<file path="config.mk">
export PLATFORM = sky130hd
export DESIGN_NAME = gamepad_poller_flat
export DESIGN_NICKNAME = d
export VERILOG_FILES = /design/src/rtl/gamepad_pkg.sv /design/src/rtl/gamepad_if.sv /design/src/rtl/gamepad_sync.sv /design/src/rtl/gamepad_poller.sv /design/src/flat_wrapper.sv
export SDC_FILE = /design/constraint.sdc
export NUM_CORES = 1
export LEC_CHECK = 0
export ABC_AREA = 1
export CORE_ASPECT_RATIO = 0.75
export CORE_MARGIN = 4
export CORE_UTILIZATION = 49
export DETAILED_ROUTE_END_ITERATION = 7
export PLACE_DENSITY_LB_ADDON = 0.12
export SKIP_CTS_REPAIR_TIMING = 1
export SYNTH_ARGS = -nofsm -noshare
export SYNTH_HDL_FRONTEND = slang
export SYNTH_SLANG_ARGS = --single-unit
export TNS_END_PERCENT = 5
</file>
<file path="constraint.sdc">
create_clock -name clk -period 1.32 [get_ports clk]
set_clock_uncertainty 0.05 [all_clocks]
set_input_delay 0.264 -clock clk [delete_from_list [all_inputs] [get_ports clk]]
set_output_delay 0.264 -clock clk [all_outputs]
set_load 0.02 [all_outputs]
</file>
<file path="src/rtl/gamepad_pkg.sv">
// gamepad_pkg: shared types and constants for the NES-style controller poller.
//   state_t          - poller FSM state encoding (IDLE, LATCH, LOW, HIGH, COMMIT)
//   BTN_A..BTN_RIGHT - bit positions of each button in the pad1/pad2 bytes
//   LFSR_SEED/TAPS   - Galois LFSR constants used when GAMEPAD_LFSR_EN is defined
//   max_u()          - helper for sizing the shared phase counter
package gamepad_pkg;

    typedef logic [2:0] state_t;

    localparam state_t IDLE   = 3'd0;
    localparam state_t LATCH  = 3'd1;
    localparam state_t LOW    = 3'd2;
    localparam state_t HIGH   = 3'd3;
    localparam state_t COMMIT = 3'd4;

    // Controllers shift buttons out in this order; first sampled bit lands in bit 0.
    localparam logic [2:0] BTN_A      = 3'd0;
    localparam logic [2:0] BTN_B      = 3'd1;
    localparam logic [2:0] BTN_SELECT = 3'd2;
    localparam logic [2:0] BTN_START  = 3'd3;
    localparam logic [2:0] BTN_UP     = 3'd4;
    localparam logic [2:0] BTN_DOWN   = 3'd5;
    localparam logic [2:0] BTN_LEFT   = 3'd6;
    localparam logic [2:0] BTN_RIGHT  = 3'd7;

    localparam logic [15:0] LFSR_SEED = 16'hACE1;
    localparam logic [15:0] LFSR_TAPS = 16'hB400;

    function automatic int unsigned max_u(input int unsigned a, input int unsigned b);
        return (a > b) ? a : b;
    endfunction

endpackage

</file>
<file path="src/rtl/gamepad_if.sv">
// gamepad_if: bundle of the poller's results as seen by the bus adapter.
//   pad1, pad2 - last complete button frames, 1 = pressed
//   random     - pseudo-random byte (00 when the LFSR is not built)
//   pad_valid  - one-cycle pulse when pad1/pad2 update
//   busy       - poller is inside a frame
// master: driven by gamepad_poller; slave: read by the adapter.
interface gamepad_if;

    logic [7:0] pad1;
    logic [7:0] pad2;
    logic [7:0] random;
    logic       pad_valid;
    logic       busy;

    modport master (
        output pad1,
        output pad2,
        output random,
        output pad_valid,
        output busy
    );

    modport slave (
        input pad1,
        input pad2,
        input random,
        input pad_valid,
        input busy
    );

endinterface

</file>
<file path="src/rtl/gamepad_sync.sv">
// gamepad_sync: two-flop synchroniser for one asynchronous controller data line.
//   clk   - system clock
//   rst_n - asynchronous active-low reset; output resets to 1 (line idle, buttons released)
//   d     - asynchronous input
//   q     - synchronised output
module gamepad_sync (
    input  logic clk,
    input  logic rst_n,
    input  logic d,
    output logic q
);

    logic meta_q;
    logic sync_q;

    always_ff @(posedge clk or negedge rst_n) begin
        if (!rst_n) begin
            meta_q <= 1'b1;
            sync_q <= 1'b1;
        end else begin
            meta_q <= d;
            sync_q <= meta_q;
        end
    end

    assign q = sync_q;

endmodule

</file>
<file path="src/rtl/gamepad_poller.sv">
// gamepad_poller: polls two NES-style serial controllers and holds the last full frame.
// Parameters:
//   DIV      - cycles per pad_latch pulse and per pad_clk half-phase (>= 4)
//   POLL_GAP - idle cycles between frames
// Ports:
//   clk                  - system clock, rising edge
//   _MR                  - asynchronous active-low reset
//   pad1_data, pad2_data - asynchronous active-low serial data from the controllers
//   pad_latch            - parallel-load strobe to both controllers
//   pad_clk              - shift clock to both controllers
//   bus                  - gamepad_if master: pad1, pad2, random, pad_valid, busy
// Build option: GAMEPAD_LFSR_EN adds a 16-bit Galois LFSR driving bus.random.
module gamepad_poller
    import gamepad_pkg::*;
#(
    parameter int unsigned DIV      = 8,
    parameter int unsigned POLL_GAP = 1000
) (
    input  logic       clk,
    input  logic       _MR,
    input  logic       pad1_data,
    input  logic       pad2_data,
    output logic       pad_latch,
    output logic       pad_clk,
    gamepad_if.master  bus
);

    // One phase counter shared by every state, wide enough for the longer interval.
    localparam int unsigned          CNT_W    = $clog2(max_u(DIV, POLL_GAP));
    localparam logic [CNT_W-1:0]     DIV_LAST = CNT_W'(DIV - 1);
    localparam logic [CNT_W-1:0]     GAP_LAST = CNT_W'(POLL_GAP - 1);

    logic pad1_sync;
    logic pad2_sync;

    gamepad_sync u_sync1 (
        .clk   (clk),
        .rst_n (_MR),
        .d     (pad1_data),
        .q     (pad1_sync)
    );

    gamepad_sync u_sync2 (
        .clk   (clk),
        .rst_n (_MR),
        .d     (pad2_data),
        .q     (pad2_sync)
    );

    state_t           state_q, state_d;
    logic [CNT_W-1:0] cnt_q, cnt_d;
    logic [2:0]       idx_q, idx_d;
    logic [7:0]       sr1_q, sr1_d;
    logic [7:0]       sr2_q, sr2_d;
    logic [7:0]       pad1_q, pad2_q;
    logic             valid_q, latch_q, pclk_q, busy_q;

    always_comb begin
        state_d = state_q;
        cnt_d   = cnt_q + CNT_W'(1);
        idx_d   = idx_q;
        sr1_d   = sr1_q;
        sr2_d   = sr2_q;
        case (state_q)
            IDLE: begin
                if (cnt_q == GAP_LAST) begin
                    state_d = LATCH;
                    cnt_d   = '0;
                end
            end
            LATCH: begin
                if (cnt_q == DIV_LAST) begin
                    state_d = LOW;
                    cnt_d   = '0;
                    idx_d   = 3'd0;
                end
            end
            LOW: begin
                // Sample at the end of the low phase so data has settled through the sync.
                if (cnt_q == DIV_LAST) begin
                    sr1_d[idx_q] = ~pad1_sync;
                    sr2_d[idx_q] = ~pad2_sync;
                    state_d      = HIGH;
                    cnt_d        = '0;
                end
            end
            HIGH: begin
                if (cnt_q == DIV_LAST) begin
                    cnt_d = '0;
                    if (idx_q == BTN_RIGHT) begin
                        state_d = COMMIT;
                    end else begin
                        idx_d   = idx_q + 3'd1;
                        state_d = LOW;
                    end
                end
            end
            COMMIT: begin
                state_d = IDLE;
                cnt_d   = '0;
            end
            default: begin
                state_d = IDLE;
                cnt_d   = '0;
            end
        endcase
    end

    always_ff @(posedge clk or negedge _MR) begin
        if (!_MR) begin
            state_q <= IDLE;
            cnt_q   <= '0;
            idx_q   <= 3'd0;
            sr1_q   <= 8'h00;
            sr2_q   <= 8'h00;
            pad1_q  <= 8'h00;
            pad2_q  <= 8'h00;
            valid_q <= 1'b0;
            latch_q <= 1'b0;
            pclk_q  <= 1'b0;
            busy_q  <= 1'b0;
        end else begin
            state_q <= state_d;
            cnt_q   <= cnt_d;
            idx_q   <= idx_d;
            sr1_q   <= sr1_d;
            sr2_q   <= sr2_d;
            // Both bytes move together so the adapter never sees a half-updated frame.
            if (state_q == COMMIT) begin
                pad1_q <= sr1_q;
                pad2_q <= sr2_q;
            end
            valid_q <= (state_q == COMMIT);
            // Decoded from next state so these flops line up with state_q.
            latch_q <= (state_d == LATCH);
            pclk_q  <= (state_d == HIGH);
            busy_q  <= (state_d != IDLE);
        end
    end

    assign pad_latch     = latch_q;
    assign pad_clk       = pclk_q;
    assign bus.pad1      = pad1_q;
    assign bus.pad2      = pad2_q;
    assign bus.pad_valid = valid_q;
    assign bus.busy      = busy_q;

`ifdef GAMEPAD_LFSR_EN
    logic [15:0] lfsr_q;

    // Right-shifting Galois form; a nonzero seed keeps the state nonzero forever.
    always_ff @(posedge clk or negedge _MR) begin
        if (!_MR) begin
            lfsr_q <= LFSR_SEED;
        end else begin
            lfsr_q <= {1'b0, lfsr_q[15:1]} ^ (lfsr_q[0] ? LFSR_TAPS : 16'h0000);
        end
    end

    assign bus.random = lfsr_q[7:0];
`else
    assign bus.random = 8'h00;
`endif

endmodule

</file>
<file path="src/flat_wrapper.sv">
// flat-port wrapper written by rule: the top's interface ports become plain ports
module gamepad_poller_flat import gamepad_pkg::*;
#(
    parameter int unsigned DIV      = 8,
    parameter int unsigned POLL_GAP = 1000
)
  (clk, _MR, pad1_data, pad2_data, pad_latch, pad_clk, bus_pad1, bus_pad2, bus_random, bus_pad_valid, bus_busy);
  gamepad_if bus_i ();
  input  logic clk;
  input  logic _MR;
  input  logic pad1_data;
  input  logic pad2_data;
  output logic pad_latch;
  output logic pad_clk;
  output wire logic [$bits(bus_i.pad1)-1:0] bus_pad1;
  output wire logic [$bits(bus_i.pad2)-1:0] bus_pad2;
  output wire logic [$bits(bus_i.random)-1:0] bus_random;
  output wire logic [$bits(bus_i.pad_valid)-1:0] bus_pad_valid;
  output wire logic [$bits(bus_i.busy)-1:0] bus_busy;
  assign bus_pad1 = bus_i.pad1;
  assign bus_pad2 = bus_i.pad2;
  assign bus_random = bus_i.random;
  assign bus_pad_valid = bus_i.pad_valid;
  assign bus_busy = bus_i.busy;
  gamepad_poller #(.DIV(DIV), .POLL_GAP(POLL_GAP)) u_core (.clk(clk), ._MR(_MR), .pad1_data(pad1_data), .pad2_data(pad2_data), .pad_latch(pad_latch), .pad_clk(pad_clk), .bus(bus_i));
endmodule
</file>
==> reports/results.ini <==
[run_status]
status=finished with violations
violations=setup timing

[route]
drt_iter0_markers=125
vias=1904
drc_errors=0
drt-pass1-iter-count=4
via_per_inst=4.63
wl_per_cell_um=11.5
ant_nets=0
totalWireLength_um=4720

[setup_path]
crit_required_ns=1.46
worst-path-buf-inv=1
worstSetupStartpoint=u_core.cnt_q[0]$_DFF_PN0_
worstReg2RegEnd=u_core.bus.busy$_DFF_PN0_
worstPathArrival_ns=1.60
crit_fanout=5
crit_family=simple AND/OR/NAND/NOR gates
worstPathCellList=ha_4 > nand2_4 > nor2_4 > inv_2 > o21bai_1 > nand3_1 > nor2_1 > nand2_1
crit_slowest_cell=dfrtp_1
end_kind=register
crit_path_max_incr_delay_ns=0.40
worstReg2RegStart=u_core.cnt_q[0]$_DFF_PN0_
ff2ff_setup_slack_ns=-0.13
worst-r2r-cell-count=8
worst_setup_path_start_kind=register
setup.worst_path.class=register to register

[power]
vdd_drop_max_v=0.000692
power.internal_w=0.00250
sequentialPowerShare_pct=56.5
leakagePower_nw=2.09
comb_power_share_pct=2.2
powerDensity_nw_per_um2=944
netSwitchingPower_w=0.000570
pwr-share-clk_pct=41.3
swShare_pct=18.6

[yosys]
yosysWarningCount=0
yosys-top-cells-area=dfrtp_1 50%, nand2_1 15%, dfstp_2 4.1%
synth-seq-cells=56
synthTopCellsByCount=105 x nand2_1, 52 x dfrtp_1, 28 x nor2_1
syn-cell-area_um2=2590
synth_area_per_cell_um2=8.97
ys.flop_type=dfrtp_1
synthArstFlopShare_pct=100
yosysMostFrequentCell=nand2_1
synth_edf_count=0
synth.distinct_cells=29
synth_area_leader_cell=dfrtp_1
yosysSeqAreaShare_pct=54.2
synth_top_area_share_pct=50.2
netlist_instances=289

[finish]
drive_gt1_share_pct=20.6
antenna_cells=0
fin_cells=411
nFillCells=447
finalInstanceArea_um2=3250
syn_to_final_growth_pct=25.4
final_nets=345

[clocking]
clock_sinks=56
cts-root-buf=clkbuf_8
numCtsBuffers=5
htreeDepth=2
ctsLongestPathBuffers=2
cts_tree=done
clkSlewWorstSetupHoldPaths_ns=0.09
clkLatencyLatePin_ns=0.30

[place]
portBuffers=23
dp_slack_ns=-0.172
placedInstanceArea_um2=3040
dp_cells=402
hpwlAfterDp_um=3550
gp_congestion=0.838

[grt]
grt_pass1_vias=1750
use_met1_pct=24.5
grt_usage_pct=15.6
grt_pass1_wl_um=8200
grt.met3_usage_pct=3.83
grt_max_degree=57
met2_usage_pct=21.4
overflow=0
top_usage_layer=met1
antenna_found_initial=0

[sta]
hold_violations=0
layout_min_cycle_time_ns=1.45
hold_slack_ns=0.311
rsz0062_at_grt=true
setup_slack_ns=-0.132
max_clock_freq_ghz=0.689
fin_crit_sh_pct=110
slew_viol_final=0
setup-violations-final=32

[min_path]
hold_depth=0
min_path_type=register to register
worst_hold_startpoint=u_core.u_sync2.meta_q$_DFF_PN1_
min_to=u_core.u_sync2.q$_DFF_PN1_

[run]
cap_violations=0

[floorplanning]
initial_core_util_pct=51.7
die_area_um2=6530
die_x_um=92.0
die_h_um=71.0
pin_count=32
std_cell_rows=22
core_um2=5010

-- worst max-delay path by stage --
stage | endpoint | slack (ns) | cells past startpoint
finish | u_core.bus.busy$_DFF_PN0_ | -0.13 | 8
global route | u_core.bus.busy$_DFF_PN0_ | -0.26 | 10
CTS | bus_pad1[1] | -0.29 | 1
detailed placement | u_core.bus.busy$_DFF_PN0_ | -0.17 | 8
global placement | u_core.bus.busy$_DFF_PN0_ | -0.14 | 8
floorplan | u_core.bus.busy$_DFF_PN0_ | -0.05 | 10
-- sequential cells by signal, indices dropped and copies added (netlist names), 3 cells and up --
signal           cells
u_core.sr1_q         8
u_core.bus.pad1      8
u_core.idx_q         3
u_core.sr2_q         8
u_core.bus.pad2      8
u_core.cnt_q        10
u_core.state_q       3
-- power groups by stage --
| stage | Sequential (W) | Clock (W) | Combinational (W) |
|---|---|---|---|
| 6_report | 0.00173 | 0.00127 | 0.0000678 |
| 5_1_grt | 0.00174 | 0.00138 | 0.0000773 |
| 4_1_cts | 0.00173 | 0.00131 | 0.0000682 |
| 3_5_place_dp | 0.00177 | 0 | 0.0000681 |
| 3_3_place_gp | 0.00177 | 0 | 0.0000686 |
| 2_1_floorplan | 0.00176 | 0 | 0.0000379 |
-- layout make-up --
type | count | area, um^2 | area share, %
Sequential cell | 56 | 1410 | 43.3
Timing Repair Buffer | 47 | 470 | 14.5
Inverter | 23 | 98.8 | 3.04
Clock inverter | 2 | 60.1 | 1.85
Tap cell | 72 | 90.1 | 2.77
Clock buffer | 6 | 72.6 | 2.23
Multi-Input combinational cell | 205 | 1050 | 32.4
-- logic make-up after synthesis --
| group | Yosys count | share of synthesized area, % |
|---|---|---|
| AND/OR/NAND/NOR | 167 | 31.4 |
| flip-flops | 56 | 54.2 |
| other | 1 | 0.145 |
| AO/OA/AOI/OAI | 26 | 5.26 |
| buffers and inverters | 35 | 7.14 |
| adder cells (fa/ha/maj) | 3 | 1.45 |
| XOR/XNOR | 1 | 0.338 |
-- stage by stage --
stage	utilization, %	setup TNS (ns)	total power (W)
floorplan	-	-0.316	0.00180
global placement	60.7	-1.53	0.00184
detailed placement	60.7	-2.70	0.00184
CTS	63.3	-8.57	0.00311
global route	64.9	-5.19	0.00319
finish	64.9	-1.72	0.00307
-- layout by cell type (no fill, tap or decap), drive strengths merged, types with 2 or more instances in the layout --
master / synthesis / layout
bufinv: 0 / 2
dfstp: 4 / 4
nand4: 3 / 3
nor2: 35 / 35
inv: 20 / 20
nand2: 116 / 116
clkbuf: 0 / 6
o21bai: 2 / 2
nand3: 11 / 11
ha: 3 / 3
dfrtp: 52 / 52
conb: 1 / 8
buf: 12 / 24
clkdlybuf4s50: 0 / 2
clkinv: 3 / 3
dlymetal6s2s: 0 / 20
nor3: 2 / 2
o21ai: 22 / 22
-- routing by layer --
layer | routed length, um | vias to the layer above | share of wire, %
met1 | 2480 | 873 | 52
met4 | 22 | 0 | 0.47
met2 | 1890 | 51 | 40
met5 | 0 | - | 0
met3 | 330 | 2 | 7.0
li1 | - | 978 | -
Power figures use the tool's default switching activity.
